--- src/rtl/clk_freq_meter.sv ---
// clk_freq_meter: counts rising edges of an asynchronous signal over a gate window.
// Optional no-edge watchdog is enabled by defining CLK_FREQ_METER_LOSS_DETECT_EN.
module clk_freq_meter #(
  parameter int GATE_CYCLES  = 1000,
  parameter int COUNT_W      = 16,
  parameter int MIN_COUNT    = 0,
  parameter int MAX_COUNT    = 65535,
  parameter int CONTINUOUS   = 0,
  parameter int LOSS_TIMEOUT = 1024
) (
  input  logic               clock,
  input  logic               reset_n,
  input  logic               start,
  input  logic               meas_in,
  output logic               busy,
  output logic [COUNT_W-1:0] count,
  output logic               count_valid,
  output logic               in_range,
  output logic               loss_of_clock
);

  localparam int GW = $clog2(GATE_CYCLES);
  localparam logic [GW-1:0] GLAST = GW'(GATE_CYCLES - 1);
  localparam longint CMAX = (64'd1 << COUNT_W) - 1;
  localparam logic [COUNT_W-1:0] MINV = COUNT_W'(MIN_COUNT);
  localparam logic [COUNT_W-1:0] MAXV =
    (longint'(MAX_COUNT) >= CMAX) ? {COUNT_W{1'b1}} : COUNT_W'(MAX_COUNT);

  if (GATE_CYCLES < 2 || LOSS_TIMEOUT < 1) begin : g_bad_param
    $error("clk_freq_meter: GATE_CYCLES must be >= 2, LOSS_TIMEOUT >= 1");
  end

  typedef enum logic [1:0] {
    S_IDLE,
    S_MEASURE,
    S_REPORT
  } state_t;

  state_t              r_state;
  state_t              w_state_nxt;
  logic                r_s1;
  logic                r_s2;
  logic                r_s3;
  logic                w_edge;
  logic [GW-1:0]       r_gate;
  logic [COUNT_W-1:0]  r_ecnt;
  logic [COUNT_W-1:0]  r_count;
  logic                r_valid;
  logic                r_inr;
  logic                w_clr;
  logic                w_cnt_en;
  logic                w_report;
  logic                w_lo_ok;
  logic                w_hi_ok;
  logic                w_in_range;
  logic                w_loss;

  always_ff @(posedge clock or negedge reset_n) begin
    if (!reset_n) begin
      r_s1 <= 1'b0;
      r_s2 <= 1'b0;
      r_s3 <= 1'b0;
    end else begin
      r_s1 <= meas_in;
      r_s2 <= r_s1;
      r_s3 <= r_s2;
    end
  end

  assign w_edge = r_s2 & ~r_s3;

  always_ff @(posedge clock or negedge reset_n) begin
    if (!reset_n) r_state <= S_IDLE;
    else          r_state <= w_state_nxt;
  end

  always_comb begin
    w_state_nxt = r_state;
    w_clr       = 1'b0;
    w_cnt_en    = 1'b0;
    w_report    = 1'b0;
    unique case (r_state)
      S_IDLE: begin
        if (start || CONTINUOUS != 0) begin
          w_clr       = 1'b1;
          w_state_nxt = S_MEASURE;
        end
      end
      S_MEASURE: begin
        w_cnt_en = 1'b1;
        if (r_gate == GLAST) w_state_nxt = S_REPORT;
      end
      S_REPORT: begin
        w_report = 1'b1;
        if (CONTINUOUS != 0) begin
          w_clr       = 1'b1;
          w_state_nxt = S_MEASURE;
        end else begin
          w_state_nxt = S_IDLE;
        end
      end
      default: w_state_nxt = S_IDLE;
    endcase
  end

  // Extra MSB keeps both bounds away from the 0 / all-ones extremes.
  assign w_lo_ok    = ({1'b1, r_ecnt} >= {1'b1, MINV});
  assign w_hi_ok    = ({1'b0, r_ecnt} <= {1'b0, MAXV});
  assign w_in_range = w_lo_ok & w_hi_ok & ~w_loss;

  always_ff @(posedge clock or negedge reset_n) begin
    if (!reset_n) begin
      r_gate  <= '0;
      r_ecnt  <= '0;
      r_count <= '0;
      r_valid <= 1'b0;
      r_inr   <= 1'b0;
    end else begin
      r_valid <= w_report;
      if (w_clr) begin
        r_gate <= '0;
        r_ecnt <= '0;
      end else if (w_cnt_en) begin
        r_gate <= r_gate + 1'b1;
        if (w_edge && r_ecnt != {COUNT_W{1'b1}}) r_ecnt <= r_ecnt + 1'b1;
      end
      if (w_report) begin
        r_count <= r_ecnt;
        r_inr   <= w_in_range;
      end
    end
  end

`ifdef CLK_FREQ_METER_LOSS_DETECT_EN
  localparam int WW = $clog2(LOSS_TIMEOUT + 1);
  localparam logic [WW-1:0] WLIM = WW'(LOSS_TIMEOUT);

  logic [WW-1:0] r_wd;
  logic [WW-1:0] w_wd_nxt;
  logic          r_loss;

  always_comb begin
    w_wd_nxt = r_wd;
    if (w_edge)            w_wd_nxt = '0;
    else if (r_wd != WLIM) w_wd_nxt = r_wd + 1'b1;
  end

  // Set as the watchdog hits the limit; clear one cycle after it restarts.
  always_ff @(posedge clock or negedge reset_n) begin
    if (!reset_n) begin
      r_wd   <= '0;
      r_loss <= 1'b0;
    end else begin
      r_wd <= w_wd_nxt;
      if (w_wd_nxt == WLIM) r_loss <= 1'b1;
      else if (r_wd == '0)  r_loss <= 1'b0;
    end
  end

  assign w_loss = r_loss;
`else
  assign w_loss = 1'b0;
`endif

  assign busy          = (r_state != S_IDLE);
  assign count         = r_count;
  assign count_valid   = r_valid;
  assign in_range      = r_inr;
  assign loss_of_clock = w_loss;

endmodule

--- config.mk ---
export PLATFORM = sky130hd
export DESIGN_NAME = clk_freq_meter
export DESIGN_NICKNAME = d
export VERILOG_FILES = /design/src/rtl/clk_freq_meter.sv
export SDC_FILE = /design/constraint.sdc
export NUM_CORES = 1
export LEC_CHECK = 0
export CAP_MARGIN = 15
export CELL_PAD_IN_SITES_DETAIL_PLACEMENT = 1
export CELL_PAD_IN_SITES_GLOBAL_PLACEMENT = 1
export CORE_MARGIN = 4
export CORE_UTILIZATION = 40
export DETAILED_ROUTE_END_ITERATION = 10
export GPL_TIMING_DRIVEN = 0
export PLACE_DENSITY_LB_ADDON = 0.1
export REMOVE_ABC_BUFFERS = 1
export SYNTH_ARGS = -nofsm -noshare
export SYNTH_HDL_FRONTEND = slang
export SYNTH_SLANG_ARGS = --single-unit
--- constraint.sdc ---
create_clock -name clock -period 1.8 [get_ports clock]
set_clock_uncertainty 0.15 [all_clocks]
set_input_delay 0.27 -clock clock [delete_from_list [all_inputs] [get_ports clock]]
set_output_delay 0.27 -clock clock [all_outputs]
set_load 0.03 [all_outputs]
* Word-level counts from Yosys, hierarchy flattened
Cells that the tools add are included.
Cells by class: add/sub/neg operators 2, eq/ne operators 6, muxes and demuxes 12, bitwise logic cells 2, reductions and logical operators 7
Operator list (count):
- 16-bit 2-to-1 mux | 3
- 10-bit 2-to-1 mux | 2
- 16-bit by 1-bit adder with 16-bit output (second input constant) | 1
- 16-bit != test (second input constant) | 1
- 10-bit by 1-bit adder with 10-bit output (second input constant) | 1
- 10-bit equality test (second input constant) | 1
- 2-bit nonzero test | 3
- 1-bit 2-to-1 mux | 4
- 2-bit 2-to-1 mux | 2
- 2-bit != test (second input constant) | 2
- 2-bit case mux with 2 select lines | 1
- 2-bit AND reduction | 2
- 2-bit by 1-bit equality test with 1-bit output (second input constant) | 1
- 2-bit equality test (second input constant) | 1
- 2-bit zero test | 1
- 1-bit bitwise AND | 1
- 1-bit logical AND | 1
- 1-bit NOT | 1
Word-level totals: register bits 49, input bits 4, word-level logic and storage cells 38

* Depth between registers and ports, before layout
depth after elaboration 6, depth in mapped cells 5

* Worst setup path before layout
Ideal clock, no wire load.
path kind flip-flop to flip-flop, start point register r_state[1], end point register r_ecnt[9], setup time 0.078 ns, data arrival time 1.505 ns, data required time 1.572 ns, slack 0.067 ns, cell stages (with the launch flop) 6, cell sequence dfrtp_1 and4bb_1 buf_2 nand3_4 or4_1 a21oi_1
On the way: cells in the longest elaborated chain, start to end 4, elaborated cells between the ends (all ways) 8, those cells by class eq/ne: 1; mux: 3; reduce/logical: 4
Ends and longest elaborated chain:
- start, declared | RTL line 39 | state_t r_state;
- start signal, assigned | RTL line 74 | else r_state <= w_state_nxt;
- 2-bit by 1-bit equality test with 1-bit output / 2-bit zero test (equally long branches) | RTL line 82 | unique case (r_state)
- 1-bit 2-to-1 mux | RTL line 82
- 2-bit nonzero test (no line)
- 2-bit AND reduction (no line)
- end signal, assigned | RTL line 125 | if (w_edge && r_ecnt != {COUNT_W{1'b1}}) r_ecnt <= r_ecnt + 1'b1;
- end, declared | RTL line 46 | logic [COUNT_W-1:0] r_ecnt;
Parallel ways exist; a longest one is shown, timed or not. A chain may end at the register's enable or synchronous reset.

* Worst setup path after layout
start point register r_state[1], end point register r_ecnt[13]
The elaborated chain is that of the path after synthesis.

==> results.json <==
{
  "syn_area_sq_um": 2270,
  "final-hold-violation-count": 0,
  "n_antenna_cell": 0,
  "start_util_pct": 41.2,
  "drive_gt1_share_pct": 29.8,
  "drtIter0Drc": 32,
  "io_pins": 24,
  "nets": 257,
  "fp-row-count": 27,
  "crit_slowest_cell": "and4bb_4",
  "grt-ovfl-total": 0,
  "grt_pass1_wl_um": 9020,
  "area_growth_pct": 29.7,
  "post-route-min-period_ns": 1.79,
  "switching_share_pct": 30.1,
  "ys_seq_area_share_pct": 54.1,
  "clk_pin_slew_ns": 0.09,
  "power_frac_comb_pct": 15.9,
  "track_usage_pct": 16.0,
  "arrival_ns": 1.84,
  "cts_tree": "yes",
  "grt_max_degree": 30,
  "path_class": "register to register",
  "clkPwrFrac_pct": 26.6,
  "htree_num_levels": 2,
  "die_w_um": 83.3,
  "cp_cell_sequence": "and4bb_4 > nand3_4 > nor3_1 > mux2_2",
  "ant_nets": 0,
  "die_area_sq_um": 6940,
  "synthesis.instances": 206,
  "path_buf_inv": 0,
  "ys_ff_latch": 49,
  "antenna_found_initial": 0,
  "slew_viol_final": 0,
  "ir_worst_vdd_mv": 0.330,
  "cp-start-kind": "register",
  "port_buffers": 22,
  "slowest_delay_ns": 0.45,
  "cts-buffers-inserted": 5,
  "internal_power_mw": 1.66,
  "post-route-util_pct": 53.4,
  "synthDistinctLibCells": 44,
  "dp_hpwl_um": 3510,
  "static-leakage-power_nw": 1.27,
  "drt_wl_total_um": 5310,
  "placed_area_sq_um": 2560,
  "cts_root_buf": "clkbuf_8",
  "run_status": "completed",
  "first_pass_iters": 4,
  "place_congestion": 0.813,
  "route.detailed.drc": 0,
  "synth.avg_cell_area_sq_um": 11.0,
  "worstPathMaxFanout": 8,
  "critPathCaptureType": "register",
  "cts_max_path_buffers": 2,
  "drv_cap": 0,
  "clk_latency_ns": 0.30,
  "fp.coreArea_sq_um": 5510,
  "vias": 1778,
  "synth_warnings": 0,
  "switchingPower_uw": 715,
  "period_share_pct": 99.5,
  "fin_area_sq_um": 2940,
  "clkSinkCount": 49,
  "hold_class": "register to register",
  "cp_top_family": "simple AND/OR/NAND/NOR gates",
  "rsz0062_at_grt": "yes",
  "wire_per_inst_um": 16.4,
  "worstPathRequired_ns": 1.84,
  "die_h_um": 83.3,
  "fmax_ghz": 0.558,
  "seq_power_share_pct": 57.5,
  "viasPerCell": 5.49,
  "grt_pass1_vias": 1860,
  "setup_viol": 0,
  "power_density_nw_per_um2": 806
}
cell usage in the layout, fill, tap and decap left out, drive strengths merged, types with 2 or more instances in the layout:
master	n
clkbuf	8
nand4	8
mux2i	2
o21ai	18
nor4	4
nor2	7
or3	4
o31ai	5
o41ai	2
o311ai	2
clkdlybuf4s50	19
nand2b	2
buf	24
and3	6
inv	4
nand3	10
and4	2
nand2	18
a31oi	2
ha	2
dfrtp	49
nand3b	2
nor3	4
or4	5
mux2	15
a21oi	13
cell families after synthesis:
logic type      synth area share, %
simple gates                   21.5
flops                          54.1
compound gates                 12.4
mux                            8.33
buf+inv                        2.10
fa+ha+maj                      1.10
other cells                   0.165
xor+xnor                      0.386
sequential cells by signal, indices dropped and copies added, names as in the netlist:
register,count
r_s3,1
r_state,2
r_gate,10
count_valid,1
r_s2,1
in_range,1
r_s1,1
r_ecnt,16
count,16
worst register-to-register path: cells and delay by family, from the launching register on:
family	cells	cell delay, ns
DFF	1	0.43
and+or+nand+nor	3	0.76
muxes	1	0.35
through the flow:
stage                     power [mW]  TNS, ns  instances  hold WS (ns)  setup slack, ns
after CTS                       2.31  -0.0675        311         0.214          -0.0382
after detailed placement        1.63    -9.95        294         0.110           -0.785
after global routing            2.53   -0.298        324         0.222          -0.0642
after global placement          1.59   -61.02        293         0.183            -1.08
after floorplan                 1.50        0        199        -0.176           0.0341
final                           2.37        0        324         0.207          0.00927
synth_stat cells, drive strengths merged:
cell type	n	area share [%]
or2b	1	0.33
a31oi	2	0.55
dfrtp	49	54
nand3b	2	0.66
a21oi	13	2.9
mux2i	2	0.88
nand4bb	1	0.50
and3	6	1.7
o41ai	2	0.77
nand3	10	2.8
nand4	8	2.9
o2111ai	1	0.39
nand2	18	3.0
and2	1	0.28
or3	4	1.1
conb	1	0.17
nor4	4	1.8
mux2	15	7.4
o31a	1	0.39
o211ai	1	0.33
o21a	1	0.33
and4	2	0.77
xor2	1	0.39
nor2b	1	0.28
nor2	7	1.2
nor3b	1	0.55
o21ai	18	4.0
clkbuf	3	0.50
buf	4	0.94
and4bb	1	0.55
nor3	4	1.1
inv	4	0.66
a211oi	1	0.33
nand2b	2	0.55
ha	2	1.1
o311ai	2	0.77
or4	5	1.7
o31ai	5	1.7
timing repair:
item / 4_1_cts / 5_1_grt
pin swaps: 4 / 9
hold buffers: 1 / 0
endpoints found under the hold margin: 20 / 0
setup buffers: 8 / 14
endpoints found under the setup margin: 38 / 17
gates resized for setup: 18 / 25
area by class of cell:
cell class              instances  area (sq um)
inverters                       4          15.0
clock buffers                   8          80.1
well taps                      72          90.1
repair buffers                 45           408
flip-flops and latches         49          1240
fillers                       611          2560
multi-input cells             146          1110
routing by layer:
layer | routed length, um | part of all wire, % | vias up | GRT usage (%)
met3 | 130 | 2.4 | 7 | 3.37
met1 | 2290 | 43 | 893 | 18.5
li1 | - | - | 859 | -
met4 | 70 | 1.3 | 0 | 4.01
met5 | 0 | 0 | - | 0
met2 | 2820 | 53 | 19 | 29.7
final timing paths:
kind / from / endpoint / slack (ns) / depth (start not counted)
max: r_state[1] / r_ecnt[13] / 0.009 / 4
min: r_s1 / r_s2 / 0.21 / 0
max reg2reg: r_state[1] / r_ecnt[13] / 0.009 / 4
min reg2reg: r_s1 / r_s2 / 0.21 / 0
max in group asynchronous: reset_n / r_ecnt[10] / 0.66 / 3
min in group asynchronous: reset_n / r_ecnt[6] / 0.30 / 2
power groups by stage:
stage          clock (mW)  combinational (mW)  sequential, mW
2_1_floorplan           0               0.185            1.32
3_3_place_gp            0               0.236            1.36
3_5_place_dp            0               0.258            1.37
4_1_cts             0.658               0.300            1.35
5_1_grt             0.715               0.423            1.39
6_report            0.631               0.376            1.37
Power figures use the tool's default switching activity.
